==> config.mk <==
export PLATFORM = sky130hd
export DESIGN_NAME = cond_exec_unit
export DESIGN_NICKNAME = d
export VERILOG_FILES = /design/src/rtl/cond_exec_unit.sv
export SDC_FILE = /design/constraint.sdc
export NUM_CORES = 1
export LEC_CHECK = 0
export BUFFER_PORTS_ARGS = -buffer_cell sky130_fd_sc_hd__buf_2
export CAP_MARGIN = 20
export CORE_AREA = 4 4 55 57
export CTS_BUF_LIST = sky130_fd_sc_hd__clkbuf_8
export CTS_CLUSTER_DIAMETER = 120
export DETAILED_ROUTE_END_ITERATION = 8
export DIE_AREA = 0 0 59 61
export GPL_ROUTABILITY_DRIVEN = 0
export PLACE_DENSITY = 0.83
export SLEW_MARGIN = 10
export SYNTH_ARGS = -nofsm -noshare
export SYNTH_HDL_FRONTEND = slang
export SYNTH_SLANG_ARGS = --single-unit
==> constraint.sdc <==
create_clock -name clk -period 7.2 [get_ports clk]
set_input_delay 1.8 -clock clk [delete_from_list [all_inputs] [get_ports clk]]
set_output_delay 1.8 -clock clk [all_outputs]
set_load 0.02 [all_outputs]
==> src/rtl/cond_exec_unit.sv <==
// Execute-stage condition check, NZCV flag register and IT-block sequencer; gated writes are combinational (0 cycles).
// Flags and IT state update one cycle later. No backpressure: stall_i holds all state, and flush_i kills the stage and clears IT state.
module cond_exec_unit #(
    parameter int IT_DEPTH = 4,
    parameter bit NV_EXEC  = 1'b0
) (
    input  logic                           clk,
    input  logic                           reset,
    input  logic                           valid_i,
    input  logic                           stall_i,
    input  logic                           flush_i,
    input  logic [3:0]                     cond_i,
    input  logic [3:0]                     alu_flags_i,
    input  logic [1:0]                     flag_w_i,
    input  logic                           pcs_i,
    input  logic                           reg_w_i,
    input  logic                           mem_w_i,
    input  logic                           no_write_i,
    input  logic                           it_start_i,
    input  logic [3:0]                     it_cond_i,
    input  logic [$clog2(IT_DEPTH+1)-1:0]  it_len_i,
    input  logic [IT_DEPTH-1:0]            it_then_i,
    output logic                           pcsrc_o,
    output logic                           reg_write_o,
    output logic                           mem_write_o,
    output logic                           cond_ex_o,
    output logic [3:0]                     flags_o,
    output logic                           it_active_o,
    output logic [$clog2(IT_DEPTH+1)-1:0]  it_remaining_o,
    output logic                           it_err_o
);

    localparam int LW = $clog2(IT_DEPTH + 1);
    localparam int SW = (IT_DEPTH > 1) ? $clog2(IT_DEPTH) : 1;

    typedef enum logic {
        IT_IDLE,
        IT_ACTIVE
    } it_state_e;

    it_state_e             state_q, state_d;
    logic [3:0]            flags_q, flags_d;
    logic [3:0]            base_q, base_d;
    logic [IT_DEPTH-1:0]   then_q, then_d;
    logic [SW-1:0]         slot_q, slot_d;
    logic [LW-1:0]         remaining_q, remaining_d;
    logic                  it_err_q, it_err_d;

    logic [3:0]            ec;
    logic                  pass;
    logic                  adv;
    logic                  len_ok;
    logic                  wen;

    function automatic logic cond_pass(input logic [3:0] c, input logic [3:0] f);
        logic n, z, cy, v;
        {n, z, cy, v} = f;
        case (c)
            4'h0:    cond_pass = z;
            4'h1:    cond_pass = ~z;
            4'h2:    cond_pass = cy;
            4'h3:    cond_pass = ~cy;
            4'h4:    cond_pass = n;
            4'h5:    cond_pass = ~n;
            4'h6:    cond_pass = v;
            4'h7:    cond_pass = ~v;
            4'h8:    cond_pass = cy & ~z;
            4'h9:    cond_pass = ~cy | z;
            4'hA:    cond_pass = (n == v);
            4'hB:    cond_pass = (n != v);
            4'hC:    cond_pass = ~z & (n == v);
            4'hD:    cond_pass = z | (n != v);
            4'hE:    cond_pass = 1'b1;
            default: cond_pass = NV_EXEC;
        endcase
    endfunction

    // Condition is evaluated against last cycle's flags; no forwarding from alu_flags_i.
    always_comb begin
        ec = cond_i;
        if (state_q == IT_ACTIVE) begin
            ec = then_q[slot_q] ? base_q : {base_q[3:1], ~base_q[0]};
        end
        pass   = cond_pass(ec, flags_q);
        adv    = valid_i & ~stall_i & ~flush_i;
        len_ok = (it_len_i != '0) && (it_len_i <= LW'(IT_DEPTH));
        wen    = adv & ~reset;

        cond_ex_o   = valid_i & ~flush_i & pass;
        pcsrc_o     = wen & pcs_i & cond_ex_o;
        reg_write_o = wen & reg_w_i & cond_ex_o & ~no_write_i;
        mem_write_o = wen & mem_w_i & cond_ex_o;
    end

    always_comb begin
        state_d     = state_q;
        flags_d     = flags_q;
        base_d      = base_q;
        then_d      = then_q;
        slot_d      = slot_q;
        remaining_d = remaining_q;
        it_err_d    = 1'b0;

        if (flush_i) begin
            state_d     = IT_IDLE;
            slot_d      = '0;
            remaining_d = '0;
        end else if (adv) begin
            if (cond_ex_o && flag_w_i[1]) flags_d[3:2] = alu_flags_i[3:2];
            if (cond_ex_o && flag_w_i[0]) flags_d[1:0] = alu_flags_i[1:0];

            case (state_q)
                IT_IDLE: begin
                    if (it_start_i) begin
                        if (!len_ok) begin
                            it_err_d = 1'b1;
                        end else if (pass) begin
                            state_d     = IT_ACTIVE;
                            base_d      = it_cond_i;
                            then_d      = it_then_i;
                            slot_d      = '0;
                            remaining_d = it_len_i;
                        end
                    end
                end
                default: begin
                    // A nested IT still occupies its slot; only the start is rejected.
                    it_err_d    = it_start_i;
                    slot_d      = slot_q + SW'(1);
                    remaining_d = remaining_q - LW'(1);
                    if (remaining_q == LW'(1)) begin
                        state_d = IT_IDLE;
                        slot_d  = '0;
                    end
                end
            endcase
        end
    end

    always_ff @(posedge clk or posedge reset) begin
        if (reset) begin
            state_q     <= IT_IDLE;
            flags_q     <= '0;
            base_q      <= '0;
            then_q      <= '0;
            slot_q      <= '0;
            remaining_q <= '0;
            it_err_q    <= 1'b0;
        end else begin
            state_q     <= state_d;
            flags_q     <= flags_d;
            base_q      <= base_d;
            then_q      <= then_d;
            slot_q      <= slot_d;
            remaining_q <= remaining_d;
            it_err_q    <= it_err_d;
        end
    end

    assign flags_o        = flags_q;
    assign it_active_o    = (state_q == IT_ACTIVE);
    assign it_remaining_o = remaining_q;
    assign it_err_o       = it_err_q;

endmodule

**After elaboration in Yosys (flattened, before gate mapping)**

Index checks and enable logic that the tools add are counted.

- Register bits: 19
- Bits of input ports: 31
- Output and inout bits: 13
- Word-level logic and storage cells: 98

- Add/subtract/negate cells: 2
- $lt $le $gt $ge: 2
- Eq/ne operators: 17
- Muxes and demuxes: 30
- Bitwise operators: 26
- Reduce and logical (&&, ||, !) cells: 13

Operators by type and width:

| cell | number |
|---|---|
| $eq A4 B4 Y1 const B | 7 |
| $mux W3 | 6 |
| $eq A4 B3 Y1 const B | 4 |
| $pmux W1 S15 | 1 |
| $and A1 B1 Y1 | 14 |
| $mux W1 | 14 |
| $mux W2 | 7 |
| $reduce_bool A3 Y1 | 4 |
| $not A1 Y1 | 10 |
| $eq A4 B2 Y1 const B | 2 |
| $reduce_and A3 Y1 | 2 |
| $reduce_and A6 Y1 | 1 |
| $eq A4 B1 Y1 const B | 1 |
| $logic_not A4 Y1 | 1 |
| $mux W4 | 1 |
| $reduce_and A4 Y1 | 1 |
| $eq A3 B1 Y1 const B | 1 |
| $le A3 B3 Y1 const B | 1 |
| $logic_and A1 B1 Y1 | 3 |
| $lt A2 B3 Y1 const B | 1 |
| $sub A3 B1 Y3 const B | 1 |
| $add A2 B1 Y2 const B | 1 |
| $bmux W1 S2 | 1 |
| $or A1 B1 Y1 | 2 |
| 3 further kinds | 3 |

**Depth between registers and ports, before layout**

Gate-level depths: netlist of the first run.

- Depth after elaboration: 12
- Mapped depth: 10
- Mapped depth without buffers: 8

**Worst setup path before layout of the first run**

OpenSTA, ideal clock, no wires.

- Path kind: in2out
- Start: input cond_i[3]
- End: output reg_write_o
- Arrival: 3773 ps
- Path slack: 1627 ps
- Stages on the path: 7
- Path buffers: 0
- Cells stage by stage: mux2_4 > or3b_1 > o21ai_0 > a221oi_2 > mux2i_4 > o21ai_0 > nor4b_1

- Word-level cells in the longest chain between the ends: 6
- Elaborated cells between the ends (all ways): 20
- Those cells by class: eq/ne: 14; mux: 2; bitwise: 3; reduce/logical: 1

Ends and longest elaborated chain:

| item | RTL line | text |
|---|---|---|
| start: declaration | 12 | `input logic [3:0] cond_i,` |
| $mux W4 * | 81 | `if (state_q == IT_ACTIVE) begin` |
| $eq A4 B4 Y1, or another cell as far along | 58 | `case (c)` |
| $pmux W1 S15 * | 58 |  |
| $and A1 B1 Y1 * | 89 | `cond_ex_o = valid_i & ~flush_i & pass;` |
| $and A1 B1 Y1 * (2 in a row) | 91 | `reg_write_o = wen & reg_w_i & cond_ex_o & ~no_write_i;` |
| end: declaration | 24 | `output logic reg_write_o,` |

Every way passes the cells marked *; elsewhere a longest branch is shown, timed or not.

**Worst setup path after layout of the first run**

- Start: input cond_i[1]
- End: output reg_write_o

The elaborated chain is that of the path after synthesis.

==> results of run 1 <==
-- path summary, 6_finish.rpt --
path,end,slack [ps]
setup reg to reg,it_remaining_o[1],4090
min in group asynchronous,slot_q[1],1690
hold reg to reg,then_q[3],510
setup / recovery,reg_write_o,1670
hold / removal,then_q[3],510
max in group asynchronous,slot_q[0],5040
-- power by group through the flow --
stage	Clock, mW	Sequential [mW]	Combinational (mW)
after global placement	0	0.179	0.172
final	0.0723	0.181	0.178
after detailed placement	0	0.183	0.178
after global routing	0.0799	0.188	0.197
after floorplan	0	0.182	0.126
after CTS	0.0741	0.181	0.179
-- worst max-delay path: cells and delay by family --
| kind | cells | cell delay, ps |
|---|---|---|
| buffers and inverters | 2 | 340 |
| AOI/OAI and AO/OA | 4 | 790 |
| and+or+nand+nor | 1 | 260 |
| muxes | 2 | 540 |
-- through the flow --
stage	setup WS (ps)	cell area, um2	utilization (%)	total power, mW
after floorplan	1630	1360	-	0.309
after global placement	1770	1590	64.1	0.351
after detailed placement	1670	1590	64.1	0.361
after CTS	1660	1640	66.0	0.434
after global routing	1400	1640	66.0	0.465
final	1670	1640	66.0	0.431
-- metal layers --
metal / GRT usage [%] / part of all wire (%)
met5: 0 / 0
met3: 2.77 / 4.8
met4: 8.09 / 1.4
met2: 37.2 / 52
met1: 23.6 / 41
-- cells in the final DEF (no fill, tap or decap), types with 2 or more instances in the layout --
| cell | netlist | final |
|---|---|---|
| a31oi_1 | 3 | 3 |
| nor2b_1 | 3 | 3 |
| buf_2 | 0 | 43 |
| nand2b_1 | 4 | 4 |
| nand2_1 | 11 | 11 |
| clkbuf_8 | 0 | 3 |
| xnor2_1 | 5 | 5 |
| inv_1 | 6 | 6 |
| o211ai_1 | 3 | 3 |
| nor3b_1 | 3 | 3 |
| nor2_1 | 9 | 9 |
| dfrtp_1 | 19 | 19 |
| mux2i_1 | 7 | 7 |
| o21ai_0 | 9 | 9 |
| nand3_1 | 4 | 4 |
| ha_1 | 2 | 2 |
| a21oi_1 | 7 | 7 |
| mux2_2 | 13 | 13 |
-- cell families (layout without fill, tap and decap cells) --
logic type	count (synthesis)	after routing	share of synthesized area [%]
AO/OA/AOI/OAI	37	37	20.1
XOR/XNOR	5	5	3.21
adder cells (fa/ha/maj)	2	2	1.84
buffers and inverters	10	53	3.58
flip-flops	19	19	34.9
multiplexers	23	23	19.7
AND/OR/NAND/NOR	43	43	16.7
-- registers in the layout, summed over array words and instances (netlist names) --
signal / flops
base_q: 4
flags_o: 4
then_q: 4
it_remaining_o: 3
slot_q: 2
it_active_o: 1
it_err_o: 1
-- area by class of cell --
cell class	instances	area (um2)	share of cell area [%]
multi-input combinational	110	838	51.3
inverter	6	22.5	1.38
sequential	19	475	29.1
tap	30	37.5	2.30
clock inverter	1	5.00	0.306
clock buffer	3	41.3	2.52
timing repair buffer	43	215	13.2
==> results.md, run 1 <==
- Status: completed
- Placed cells: 208
- Initial DRC Count: 73
- Main area contributors after synthesis: dfrtp_1, mux2_2, mux2i_1
- Initial antenna violation count: 0
- Power Density: 264 nW/um2
- Vias in the first global route: 1283
- Comb power frac: 41.2%
- Clk network pwr share: 16.8%
- # port buffers: 43
- Die W: 59 um
- Worst slew pin tran: 802 ps
- Peak VDD IR: 0.198 mV
- Hold WS: 508 ps
- Worst Setup SP: cond_i[1]
- Syn Inst Count: 139
- Core Box Area: 2480 um2
- H-tree depth: 1
- Cell internal pwr: 0.261 mW
- Gr usage total: 20.2%
- Switching power: 0.171 mW
- Drt drc: 0
- ANT cells: 0
- Worst rel slew slack: 46.5%
- Achievable Freq: 181 MHz
- Share of cells above drive strength 1: 37.4%
- Crit path max fanout: 6
- CTS resizes: 0
- Worst hold-check path type: reg2reg
- Largest area contributor in the netlist: dfrtp_1
- Final max-slew violation count: 0
- Number of synthesized register bits: 19
- Fin. Hold Viols: 0
- Wirelength, routed: 3320 um
- Clock net sink count: 19
- Max cap viols: 0
- Worst setup EP type: output pin
- Asr flop ratio synth: 100%
- Clk slew on worst S/H paths: 70 ps
- Fin cells: 212
- Rows: 18
- CP arrival: 3730 ps
- Worst path max stage delay: 340 ps
- CP dominant cell by count: buf_2
- Startpoint Class: input port
- HPWL after DPL: 2630 um
- Hold buffers post-CTS: 0
- WS Path Type: in2out
- Syn Area/Cell: 9.80 um2
- Total CTS buffers: 3
- Root Buffer: clkbuf_8
- Register share of total power: 42.0%
- Setup bufs post-CTS: 0
- Die height: 61 um
- Final setup vio count: 0
- Area Growth Syn to Fin: 20.0%
- CP cell instances: buf_2 -> mux2_2 -> a211oi_1 -> a21oi_1 -> mux2i_1 -> o2bb2ai_2 -> o21ai_0 -> nor4b_1 -> buf_2
- Post-Syn Area: 1360 um2
- Worst-Skew Late Latency: 250 ps
- Final nets: 216
- Worst Path Required: 5400 ps
- Final ANT Viol Nets: 0
- Routed len/inst: 15.7 um
- I/O pin cnt: 44
- Syn nets: 172
- Top post-synthesis cells by count: dfrtp_1, mux2_2, nand2_1, nor2_1, o21ai_0
- EDFF count, synth: 0
- Top FF cell, synth: dfrtp_1
- Reg2reg start: it_active_o
- Top-area cell type share of the netlist area: 34.9%
- Die Area: 3600 um2
- Largest net degree at the start of global routing: 26
- TritonCTS clock tree: yes
- Layout fillers: 220
- Sw Ratio: 39.6%
- Sequential element share of the synthesized area: 34.9%
- Most common cell in the netlist: dfrtp_1
- Hold Path Origin: then_q[3]
- Minimum clock period after layout: 5530 ps
- R2R depth: 8
- First-pass GRT wire length: 5600 um
- Via count: 1242
- Starting Density: 55.0%
- Post-synth cell types: 46
- Max clock buf depth: 2
- Hold path depth: 1
- Tcrit/Tclk final: 76.9%
- Leakage power figure: 0.729 nW
- RSZ-0062 raised after global routing: false
- Vias/cell: 5.86
- Slowest cell on the critical path: mux2_2
- Clock Skews: 6.48 ps
- Global route total overflow: 0
- YS warnings: 0
- DRT Pass-1 Iters: 4
- Setup TNS: 0 ps
(Power assumes the default switching activity.)
==> run 2: changes to the inputs <==
--- a/config.mk
+++ b/config.mk
@@ -5,15 +5,16 @@
 export SDC_FILE = /design/constraint.sdc
 export NUM_CORES = 1
 export LEC_CHECK = 0
+export ABC_AREA = 1
 export BUFFER_PORTS_ARGS = -buffer_cell sky130_fd_sc_hd__buf_2
 export CAP_MARGIN = 20
-export CORE_AREA = 4 4 55 57
+export CORE_AREA = 4 4 60 62
 export CTS_BUF_LIST = sky130_fd_sc_hd__clkbuf_8
 export CTS_CLUSTER_DIAMETER = 120
 export DETAILED_ROUTE_END_ITERATION = 8
-export DIE_AREA = 0 0 59 61
+export DIE_AREA = 0 0 64 66
 export GPL_ROUTABILITY_DRIVEN = 0
-export PLACE_DENSITY = 0.83
+export PLACE_DENSITY = 0.76
 export SLEW_MARGIN = 10
 export SYNTH_ARGS = -nofsm -noshare
 export SYNTH_HDL_FRONTEND = slang
==> constraint.sdc (replaced) <==
create_clock -name clk -period 5 [get_ports clk]
set_input_delay 1.25 -clock clk [delete_from_list [all_inputs] [get_ports clk]]
set_output_delay 1.25 -clock clk [all_outputs]
set_load 0.02 [all_outputs]
==> run 2 against run 1 <==
Effect of this change:
- critical path depth grew 7
- first-iteration DRC count grew 4.1%
- utilization shrank 9.6 points
- sequential share of layout area shrank 1.2 points
- global-route usage shrank 3.8 points
- design area grew 4.4%
- sequential cell count is the same
- sequential power grew 27%
- critical endpoint unchanged
- final cell count grew 37%
- critical path type unchanged
==> results.md, run 2 <==
- Status: completed
- R2r endpoint: base_q[0]
- Vias/cell: 4.86 (-17%)
- CP arrival: 2760 ps (-970 ps)
- Routed len/inst: 11.1 um (-29%)
- Number of synthesized register bits: 19 (unchanged)
- Setup bufs post-CTS: 0 (unchanged)
- Worst setup EP type: output pin
- Die height: 66 um (+8.2%)
- Layout fillers: 292 (+33%)
- Gr usage total: 16.5% (-3.8 points)
- Final nets: 281 (+30%)
- ANT cells: 0 (unchanged)
- Clock net sink count: 19 (unchanged)
- Total CTS buffers: 3 (unchanged)
- Drt drc: 0 (unchanged)
- Max clock buf depth: 2 (unchanged)
- Share of cells above drive strength 1: 27.5% (-9.8 points)
- Hold path depth: 2 (+1)
- Tcrit/Tclk final: 80.2%
- Fin. Hold Viols: 0 (unchanged)
- WS Path Type: in2out
- Peak VDD IR: 0.143 mV (-28%)
- Root Buffer: clkbuf_8
- Worst hold-check path type: reg2reg
- Reg area: 475 um2 (unchanged)
- DRT Pass-1 Iters: 4 (unchanged)
- Max cap viols: 0 (unchanged)
- Crit path max fanout: 6 (unchanged)
- Worst Path Required: 3750 ps (-1650 ps)
- Rows: 20 (+2)
- TritonCTS clock tree: yes
- Multi-input logic area: 788 um2 (-6.0%)
- Final ANT Viol Nets: 0 (unchanged)
- Finished Cell Area: 1710 um2 (+4.4%)
- Power Density: 378 nW/um2 (+43%)
- Most common cell in the netlist: nand2_1
- RSZ-0062 raised after global routing: false
- Area Growth Syn to Fin: 20.7%
- EDFF count, synth: 0 (unchanged)
- R2R depth: 14 (+6)
- Via count: 1413 (+14%)
- Dpl cell area: 1660 um2 (+4.3%)
- Post-synth cell types: 27 (-41%)
- Final max-slew violation count: 0 (unchanged)
- Hold Path Origin: base_q[1]
- # port buffers: 43 (unchanged)
- H-tree depth: 1 (unchanged)
- Most frequent cells in the layout: nand2_1, buf_2, inv_1
- Syn nets: 236 (+37%)
- Clk slew on worst S/H paths: 80 ps (about the same)
- Die W: 64 um (+8.5%)
- Core Box Area: 3030 um2 (+22%)
- Hold buffers post-CTS: 0 (unchanged)
- Asr flop ratio synth: 100% (unchanged)
- Minimum clock period after layout: 4010 ps
- Die Area: 4220 um2 (+17%)
- Starting Density: 46.7% (-8.3 points)
- Largest net degree at the start of global routing: 20 (-23%)
- Top-area cell type share of the netlist area: 33.6% (-1.3 points)
- Worst-Skew Late Latency: 260 ps (about the same)
- Sequential element share of the synthesized area: 33.6% (-1.3 points)
- Worst slew pin tran: 765 ps (-37.1 ps)
- FF-to-FF setup slack: 2720 ps (-1370 ps)
- Startpoint Class: input port
- Top post-synthesis cells by count: nand2_1, inv_1, dfrtp_1, nor2_1, nand4_1
- Global route total overflow: 0 (unchanged)
- Final setup vio count: 0 (unchanged)
- Leakage power figure: 0.942 nW (+29%)
- HPWL after DPL: 2600 um (-1.1%)
- Worst Hold Path EP: base_q[1]
- Achievable Freq: 249 MHz
- CTS resizes: 0 (unchanged)
- Top FF cell, synth: dfrtp_1
- Initial antenna violation count: 0 (unchanged)
- Syn Inst Count: 203 (+46%)
- Wirelength, routed: 3240 um (-2.3%)
- Clock Skews: 5.30 ps (-1.17 ps)
- Initial DRC Count: 76 (+4.1%)
- Syn Area/Cell: 6.96 um2 (-29%)
- Worst rel slew slack: 48.9% (+2.4 points)
- Setup TNS: 0 ps (unchanged)
- Vias in the first global route: 1325 (+3.3%)
- Reg2reg start: it_active_o
- YS warnings: 0 (unchanged)
- First-pass GRT wire length: 5600 um (unchanged)
- I/O pin cnt: 44 (unchanged)
- Commonest non-fill, non-tap cell in the layout: nand2_1
- Post-Syn Area: 1410 um2 (+3.8%)
- Largest area contributor in the netlist: dfrtp_1
- Main area contributors after synthesis: dfrtp_1, nand2_1, inv_1
==> run 2: changes by cell type after synthesis, moves of 7 or more <==
cell,before,now
inv_1,6,28
mux2_2,13,0
nand4_1,0,13
nand2_1,11,65
mux2i_1,7,0
o21a_1,1,10
==> run 2: cell families (layout without fill, tap and decap cells) <==
group | Yosys count | in the layout | synth area share, %
buffers and inverters | 36 | 80 | 10.6
flip-flops | 19 | 19 | 33.6
adder cells (fa/ha/maj) | 2 | 2 | 1.77
AO/OA/AOI/OAI | 25 | 25 | 12.7
AND/OR/NAND/NOR | 118 | 118 | 39.4
XOR/XNOR | 3 | 3 | 1.86
==> run 2: power by group <==
group / internal (mW) / total, mW / leakage, nW / switching, mW
clock network: 0.0563 / 0.113 / 0.0217 / 0.0570
logic: 0.116 / 0.303 / 0.697 / 0.186
registers: 0.199 / 0.229 / 0.223 / 0.0293
==> run 2: worst max-delay path by stage <==
stage	slack, ps	endpoint	from
after floorplan	1130	reg_write_o	cond_i[2]
after global placement	1130	reg_write_o	cond_i[2]
after detailed placement	1030	reg_write_o	cond_i[2]
after CTS	1010	reg_write_o	cond_i[2]
after global routing	770	reg_write_o	cond_i[2]
final	990	reg_write_o	cond_i[2]
==> run 2: through the flow <==
| stage | setup WS (ps) | power (mW) | hold slack (ps) | instances | utilization (%) |
|---|---|---|---|---|---|
| 4_1_cts | 1010 | 0.651 | 489 | 291 | 56.4 |
| 5_1_grt | 766 | 0.702 | 502 | 291 | 56.4 |
| 6_report | 992 | 0.645 | 491 | 291 | 56.4 |
| 3_3_place_gp | 1130 | 0.529 | 459 | 287 | 54.8 |
| 3_5_place_dp | 1030 | 0.535 | 461 | 287 | 54.8 |
| 2_1_floorplan | 1130 | 0.461 | 442 | 203 | - |
==> run 2: layer usage <==
layer / track usage, % / routed length, um / share of wire [%]
met1: 21.1 / 1500 / 46
met2: 28.4 / 1570 / 48
met3: 2.38 / 140 / 4.3
met4: 5.12 / 35 / 1.1
met5: 0 / 0 / 0
==> run 2: layout make-up <==
class / instances / share of cell area, %
multi-input cells: 148 / 46.2
flip-flops and latches: 19 / 27.9
repair buffers: 43 / 12.6
inverters: 33 / 7.26
well taps: 44 / 3.23
clock buffers: 3 / 2.42
clock inverters: 1 / 0.440
==> run 2: critical path, stage by stage <==
cell	delay [ps]
buf_2	90
nand2_1	60
o21ai_2	90
nand2_1	100
o21ai_1	140
inv_1	70
nand2_2	70
inv_2	30
nand2_1	50
nand3_1	70
nand2_2	80
inv_2	50
nand2_4	100
nand3_1	130
nor3_1	180
buf_2	200
